### config.mk
export PLATFORM = sky130hd
export DESIGN_NAME = decode24_rr_ctrl
export DESIGN_NICKNAME = d
export VERILOG_FILES = /design/src/rtl/decode24_rr_ctrl.sv
export SDC_FILE = /design/constraint.sdc
export NUM_CORES = 1
export LEC_CHECK = 0
export BUFFER_PORTS_ARGS = -buffer_cell sky130_fd_sc_hd__buf_2
export CAP_MARGIN = 20
export CORE_ASPECT_RATIO = 0.8
export CORE_MARGIN = 5
export CORE_UTILIZATION = 51
export CTS_BUF_LIST = sky130_fd_sc_hd__clkbuf_8
export CTS_CLUSTER_DIAMETER = 30
export DETAILED_ROUTE_END_ITERATION = 10
export GPL_ROUTABILITY_DRIVEN = 0
export PLACE_DENSITY = 0.79
export SKIP_CTS_REPAIR_TIMING = 1
export SLEW_MARGIN = 15
export SYNTH_ARGS = -nofsm -noshare
export SYNTH_HDL_FRONTEND = slang
export SYNTH_SLANG_ARGS = --single-unit
### constraint.sdc
create_clock -name clk -period 1.8 [get_ports clk]
set_input_delay 0 -clock clk [delete_from_list [all_inputs] [get_ports clk]]
set_output_delay 0 -clock clk [all_outputs]
set_load 0.05 [all_outputs]
### src/rtl/decode24_rr_ctrl.sv
// Round-robin sequencer for a shared 2-4 decoder: picks one of four requesters,
// drives the decoder select/enable, and forces a one-cycle dead slot between owners.
module decode24_rr_ctrl #(
    parameter int unsigned HOLD_MAX = 16
) (
    input  logic       clk,
    input  logic       rst,
    input  logic [3:0] req,
    input  logic       rel,
    output logic [1:0] sel,
    output logic       sel_en,
    output logic [3:0] gnt,
    output logic       timeout,
    output logic [1:0] to_id
);

    localparam int unsigned TW        = $clog2(HOLD_MAX + 1) + 1;
    localparam int unsigned HOLD_LAST = (HOLD_MAX == 0) ? 0 : HOLD_MAX - 1;

    typedef enum logic [1:0] {
        IDLE = 2'd0,
        OWN  = 2'd1,
        GAP  = 2'd2
    } state_t;

    state_t          state_q, state_d;
    logic [1:0]      sel_q, sel_d;
    logic            sel_en_q, sel_en_d;
    logic [3:0]      gnt_q, gnt_d;
    logic            timeout_q, timeout_d;
    logic [1:0]      to_id_q, to_id_d;
    logic [TW-1:0]   timer_q, timer_d;
    logic [1:0]      nxt_q, nxt_d;

    logic            found_c;
    logic [1:0]      win_c;
    logic [1:0]      idx_c;
    logic            expire_c;
    logic            drop_c;

    // First set request bit searching upward from nxt, wrapping mod 4.
    always_comb begin
        found_c = 1'b0;
        win_c   = nxt_q;
        idx_c   = nxt_q;
        for (int i = 0; i < 4; i++) begin
            idx_c = nxt_q + 2'(i);
            if (!found_c && req[idx_c]) begin
                found_c = 1'b1;
                win_c   = idx_c;
            end
        end
    end

    assign expire_c = (HOLD_MAX != 0) && (timer_q == TW'(HOLD_LAST));
    assign drop_c   = !req[sel_q];

    always_comb begin
        state_d   = state_q;
        sel_d     = sel_q;
        sel_en_d  = sel_en_q;
        gnt_d     = gnt_q;
        timeout_d = 1'b0;
        to_id_d   = to_id_q;
        timer_d   = timer_q;
        nxt_d     = nxt_q;

        case (state_q)
            IDLE, GAP: begin
                if (found_c) begin
                    state_d  = OWN;
                    sel_d    = win_c;
                    sel_en_d = 1'b1;
                    gnt_d    = 4'b0001 << win_c;
                    timer_d  = '0;
                    nxt_d    = win_c + 2'd1;
                end else begin
                    state_d = IDLE;
                end
            end
            OWN: begin
                if (rel || drop_c || expire_c) begin
                    state_d  = GAP;
                    sel_en_d = 1'b0;
                    gnt_d    = 4'b0000;
                    timer_d  = '0;
                    // Only a pure timer eviction is reported as a timeout.
                    if (expire_c && !rel && !drop_c) begin
                        timeout_d = 1'b1;
                        to_id_d   = sel_q;
                    end
                end else if (timer_q != {TW{1'b1}}) begin
                    timer_d = timer_q + TW'(1);
                end
            end
            default: begin
                state_d  = IDLE;
                sel_en_d = 1'b0;
                gnt_d    = 4'b0000;
                timer_d  = '0;
            end
        endcase
    end

    always_ff @(posedge clk) begin
        if (rst) begin
            state_q   <= IDLE;
            sel_q     <= 2'd0;
            sel_en_q  <= 1'b0;
            gnt_q     <= 4'b0000;
            timeout_q <= 1'b0;
            to_id_q   <= 2'd0;
            timer_q   <= '0;
            nxt_q     <= 2'd0;
        end else begin
            state_q   <= state_d;
            sel_q     <= sel_d;
            sel_en_q  <= sel_en_d;
            gnt_q     <= gnt_d;
            timeout_q <= timeout_d;
            to_id_q   <= to_id_d;
            timer_q   <= timer_d;
            nxt_q     <= nxt_d;
        end
    end

    assign sel     = sel_q;
    assign sel_en  = sel_en_q;
    assign gnt     = gnt_q;
    assign timeout = timeout_q;
    assign to_id   = to_id_q;

endmodule

Yosys cells after proc, flatten, opt, wreduce, memory -nomap -nowiden

Cells that the tools add are included.

Register bits: 20
Bits of input ports: 7
Output and inout bits: 10

Add/sub/neg operators: 5
Order comparisons: 5
Eq/ne operators: 7
Shift-type cells: 1
Mux-type cells: 31
Bitwise operators: 2
Reduce and logical (&&, ||, !) cells: 19

Operator list:

| operator                                                              | number |
|---|---|
| 6-bit 2-to-1 mux                                                      | 3 |
| 2-bit by 3-bit < comparator with 1-bit output, second input constant  | 5 |
| 1-bit 2-to-1 mux                                                      | 13 |
| 6-bit case mux with 2 select lines                                    | 1 |
| 1-bit binary-select mux with 2-bit select                             | 5 |
| 2-bit 2-to-1 mux                                                      | 4 |
| 4-bit 2-to-1 mux                                                      | 2 |
| 4-bit case mux with 2 select lines                                    | 1 |
| 6-bit by 1-bit adder with 6-bit output, second input constant         | 1 |
| 6-bit by 4-bit equality test with 1-bit output, second input constant | 1 |
| 6-bit != test, second input constant                                  | 1 |
| 2-bit AND reduction                                                   | 3 |
| 1-bit logical AND                                                     | 5 |
| 1-bit logical NOT                                                     | 5 |
| 2-bit by 1-bit adder with 2-bit output, second input constant         | 2 |
| 2-bit adder, second input constant                                    | 2 |
| 2-bit != test, second input constant                                  | 2 |
| 2-bit case mux with 2 select lines                                    | 1 |
| 1-bit by 2-bit << shifter with 4-bit output, first input constant     | 1 |
| 3-bit != test, second input constant                                  | 1 |
| 3-bit AND reduction                                                   | 1 |
| 3-bit OR reduction                                                    | 1 |
| 2-bit by 1-bit equality test with 1-bit output, second input constant | 1 |
| 2-bit equality test, second input constant                            | 1 |
| other kinds (5)                                                       | 7 |

Depth between registers and ports, before layout

Word-level depth: 15
Depth in mapped cells: 8

Least setup slack after synthesis

Ideal clock, no wire load.

Kind: reg-to-reg
Start point: register sel_q[0] (netlist: sel[0])
End point: register timer_q[0]
Arrival: 2,135 ps
Data required time: 1,730 ps
Slack: -406 ps
Cell stages (with the launch flop): 6
Buffers on the path: 1
Path through: dfxtp_1 mux4_2 and4_4 buf_6 or4b_1 a21oi_1

Word-level cells in the longest chain between the ends: 7
Elaborated cells between the ends (all ways): 9

RTL lines:

| item                                                                      | line | source |
|---|---|---|
| from (decl)                                                               | 27   | `logic [1:0] sel_q, sel_d;` |
| from (signal assigned)                                                    | 117  | `sel_q <= sel_d;` |
| 1-bit binary-select mux with 2-bit select (*)                             | 56   | `assign drop_c = !req[sel_q];` |
| 1-bit 2-to-1 mux (implied by the code) (*)                                | 56   |  |
| 1-bit logical NOT (*)                                                     | 56   |  |
| 1-bit logical OR (*) (2 in a row)                                         | 82   | `if (rel \|\| drop_c \|\| expire_c) begin` |
| 6-bit 2-to-1 mux or 3-bit != test (tied branches)                         | --   |  |
| 6-bit case mux with 2 select lines or 2-bit AND reduction (tied branches) | --   |  |
| to (signal assigned)                                                      | 122  | `timer_q <= timer_d;` |
| to (decl)                                                                 | 32   | `logic [TW-1:0] timer_q, timer_d;` |

Mark *: on every way between the ends. The rest lies on a longest branch, timed or not. The select of a mux whose other input is x is not followed.
A chain may end at the register's enable or synchronous reset.

Final worst setup path

Ends and elaborated chain as after synthesis.

==> results by group <==
Drt
  – Remaining antenna violation count: 0
  – Highest routed metal layer: met4
  – DRC marker count from the first detailed-route iteration: 27
  – WL met2: 1.052 mm
  – Sum of routed wire length over all layers: between 2 and 2.5 mm
  – Via count normalized by instance count: 5.870
  – DR WL/cell: about 14 µm
  – Met3 layer wire length in the routed design: about 130 µm
  – Remaining routing DRC violations: 0
  – Number of iterations in the first detailed-routing pass: 4
  – Post-Route M1 WL: 1.094 mm
  – Routed vias: 992

Final layout
  – Diodes inserted: 0
  – Fraction of layout cells with a size suffix above 1: 0.2276
  – Final cell count without fillers: 169
  – Commonest non-fill, non-tap cells in the layout: 17 x sky130_fd_sc_hd__dfxtp_1, 16 x sky130_fd_sc_hd__buf_2, 14 x sky130_fd_sc_hd__a21oi_1, 14 x sky130_fd_sc_hd__nand2_1, 13 x sky130_fd_sc_hd__nor2_1
  – Layout-stage area growth over the synthesis result: 18.40%
  – Fillcell total: between 150 and 200
  – Most common cell after layout, fill and taps aside: sky130_fd_sc_hd__dfxtp_1
  – Number of nets at the end of the flow: 158

Synthesis
  – Part of the Yosys area used for sequential elements: 0.3874
  – Fraction of the mapped netlist area in compound gates: 0.1998
  – Count of flip-flops with a built-in enable after synthesis: 0
  – Avg Cell Area, Syn: between 8 and 9 µm²
  – Main synth FF type: sky130_fd_sc_hd__dfxtp_1
  – Asr flop ratio synth: 0
  – Register bit count reported by yosys: 20
  – Combinational family with the most area after synthesis: simple AND/OR/NAND/NOR gates
  – Simple-Gate Fraction of Synth Area: 0.2627
  – Post-synthesis instance total: 122
  – Synth warnings: 0
  – Nets in the synthesized netlist: 134
  – Xor and xnor area share after synthesis: 0
  – Adder and majority gate portion of the synthesized area: 0.06053
  – Synth Cell Area: 0.001033 mm²
  – Number of library cell types mapped by synthesis: 37
  – Proportion of synthesized area in mux cells: 0.04116

Timing
  – Number of setup violations in the final report: 0
  – Hold_ws: a little under 100 ps
  – Final worst-path setup slack: 39.62 ps
  – Max-slew violations: 0
  – Number of hold-slack violations in the final timing report: 0
  – Transition time of the tightest slew-check pin: 614.4 ps
  – Fin crit period: 1760 ps
  – RSZ-0062 raised after global routing: yes
  – Worst rel slew slack: 0.5889
  – Highest achievable clock rate: 568.1 MHz
  – Final clock period utilization by the worst path: 0.9780
  – Worst Skew: 9.607 ps

Place
  – Dpl ws: 70.70 ps
  – Port Buf Inserts: 16
  – Post-DP HPWL: between 1.5 and 2 mm
  – Placed Cells: ~160

Min path
  – Worst min-delay path class: in2reg

Global route
  – Via count of the first global-routing pass: approximately 870
  – Wire length of the first global-routing pass: 3.933 mm
  – GRT Overall Usage: 0.1697
  – Antenna violations before repair: 0
  – Overflow left after global routing: 0
  – Pin count of the biggest net entering global routing: 21

Setup path
  – Critical Path AT: 1950 ps
  – Capturing instance or port of the critical path: timer_q[0]
  – R2R Path Start: sel[0]
  – R2R Setup Slk: just under 40 ps
  – Sort of element at the start of the critical path: register
  – Endpoint of the worst-slack reg-to-reg timing path: timer_q[0]
  – Critical path fanouts, max: 4
  – Launch point of the worst path: sel[0]
  – Worst EP required: 1990 ps
  – Reg2Reg Depth: 4
  – Category of the most critical setup path: reg2reg
  – Kind of capture point of the worst setup path: register

Outcome
  – Status: completed

Power and ir drop
  – Clk pwr share: 0.289
  – Cell internal pwr: between 700 and 800 µW
  – Net switching power of the design: 330.2 µW
  – Proportion of total power due to net switching: 0.3183
  – Portion of total power attributed to combinational logic: 0.231
  – Leakage: 0.5190 nW
  – Share of total power in sequential cells: 0.480
  – Power per cell area: around 850 mW/mm²
  – Maximum VDD drop: between 0.6 and 0.7 mV

Clock tree
  – Reg clk slew, reported paths: roughly 80 ps
  – Max Root-Sink Buffers: 2
  – CTS tree: yes
  – Clock Root Buffer: sky130_fd_sc_hd__clkbuf_8
  – Num CTS Buffers: 3
  – H-tree levels: 1
  – Sink count of the clock tree: 20
  – Worst skew pair latency: 260 ps

Die
  – Area enclosed by the die boundary: 0.003032 mm²
  – Number of rows in the core area: 14
  – Core area: 0.001909 mm²
  – Num ports: 17
  – Die span in x: 60.33 µm
  – Die Span Y: 50.27 µm
  – Effective utilization at floorplan: 0.5413

Flow run
  – Number of max-capacitance violations reported: 0
## cells in the mapped netlist, drive strengths merged (2+ instances only)
cell type	count	share of area
a21oi	14	0.068
a31oi	2	0.012
and4	3	0.028
buf	3	0.027
clkbuf	2	0.0073
dfxtp	20	0.39
ha	5	0.061
inv	4	0.015
mux2i	2	0.019
nand2	14	0.051
nand3	4	0.019
nor2	13	0.047
nor2b	3	0.018
nor4	4	0.024
nor4b	2	0.017
o21ai	9	0.044
## metrics by stage
stage | setup TNS, ps | total power [mW] | instance area [µm²] | utilization
5_1_grt | -17.98 | 1.095 | 1224 | 0.6409
4_1_cts | 0 | 1.048 | 1204 | 0.6304
3_5_place_dp | 0 | 0.7460 | 1159 | 0.6068
6_report | 0 | 1.037 | 1224 | 0.6409
3_3_place_gp | 0 | 0.7341 | 1159 | 0.6068
2_1_floorplan | -125.0 | 0.6717 | 1039 | -
## flip-flops by register name (all words and copies together) (netlist names)
register,count
gnt,4
nxt_q,2
sel,2
sel_en,1
state_q,2
timeout,1
timer_q,6
to_id,2
## power by group through the flow
stage / clock [mW] / combinational, mW / sequential, mW
floorplan: 0 / 0.116 / 0.556
global placement: 0 / 0.230 / 0.504
detailed placement: 0 / 0.239 / 0.507
CTS: 0.312 / 0.240 / 0.496
global route: 0.326 / 0.266 / 0.503
finish: 0.300 / 0.239 / 0.498
## worst min-delay path by stage
stage	from	to	cells past startpoint
after floorplan	rel	state_q[1]	2
after global placement	rel	state_q[1]	3
after detailed placement	rel	state_q[1]	3
after CTS	rel	state_q[1]	3
after global routing	rel	state_q[1]	3
final	rel	state_q[1]	3
## metal layers
layer  track usage  up-vias
li1              -      499
met1        0.2222      461
met2        0.2644       27
met3       0.04872        5
met4       0.05904        0
met5             0        -
## worst max-delay path, cell delays in order, from the launching register on
cell	delay [ps]
sky130_fd_sc_hd__dfxtp_4	360
sky130_fd_sc_hd__mux4_2	500
sky130_fd_sc_hd__and4_4	220
sky130_fd_sc_hd__or4b_1	470
sky130_fd_sc_hd__a21oi_1	130
## final cells by class
cell class / count / area (µm²) / area share
clock inverters: 1 / 3.754 / 0.003067
clock buffers: 3 / 41.29 / 0.03374
flip-flops and latches: 20 / 406.6 / 0.3323
multi-input cells: 93 / 586.8 / 0.4796
inverters: 4 / 15.01 / 0.01227
repair buffers: 24 / 140.1 / 0.1145
well taps: 24 / 30.03 / 0.02454
## cell families after synthesis
group,Yosys count
and+or+nand+nor,51
AOI/OAI and AO/OA,34
DFF,20
buffers and inverters,9
adders and majority gates,5
muxes,3
Note: power is estimated with default switching activity, not from simulation.
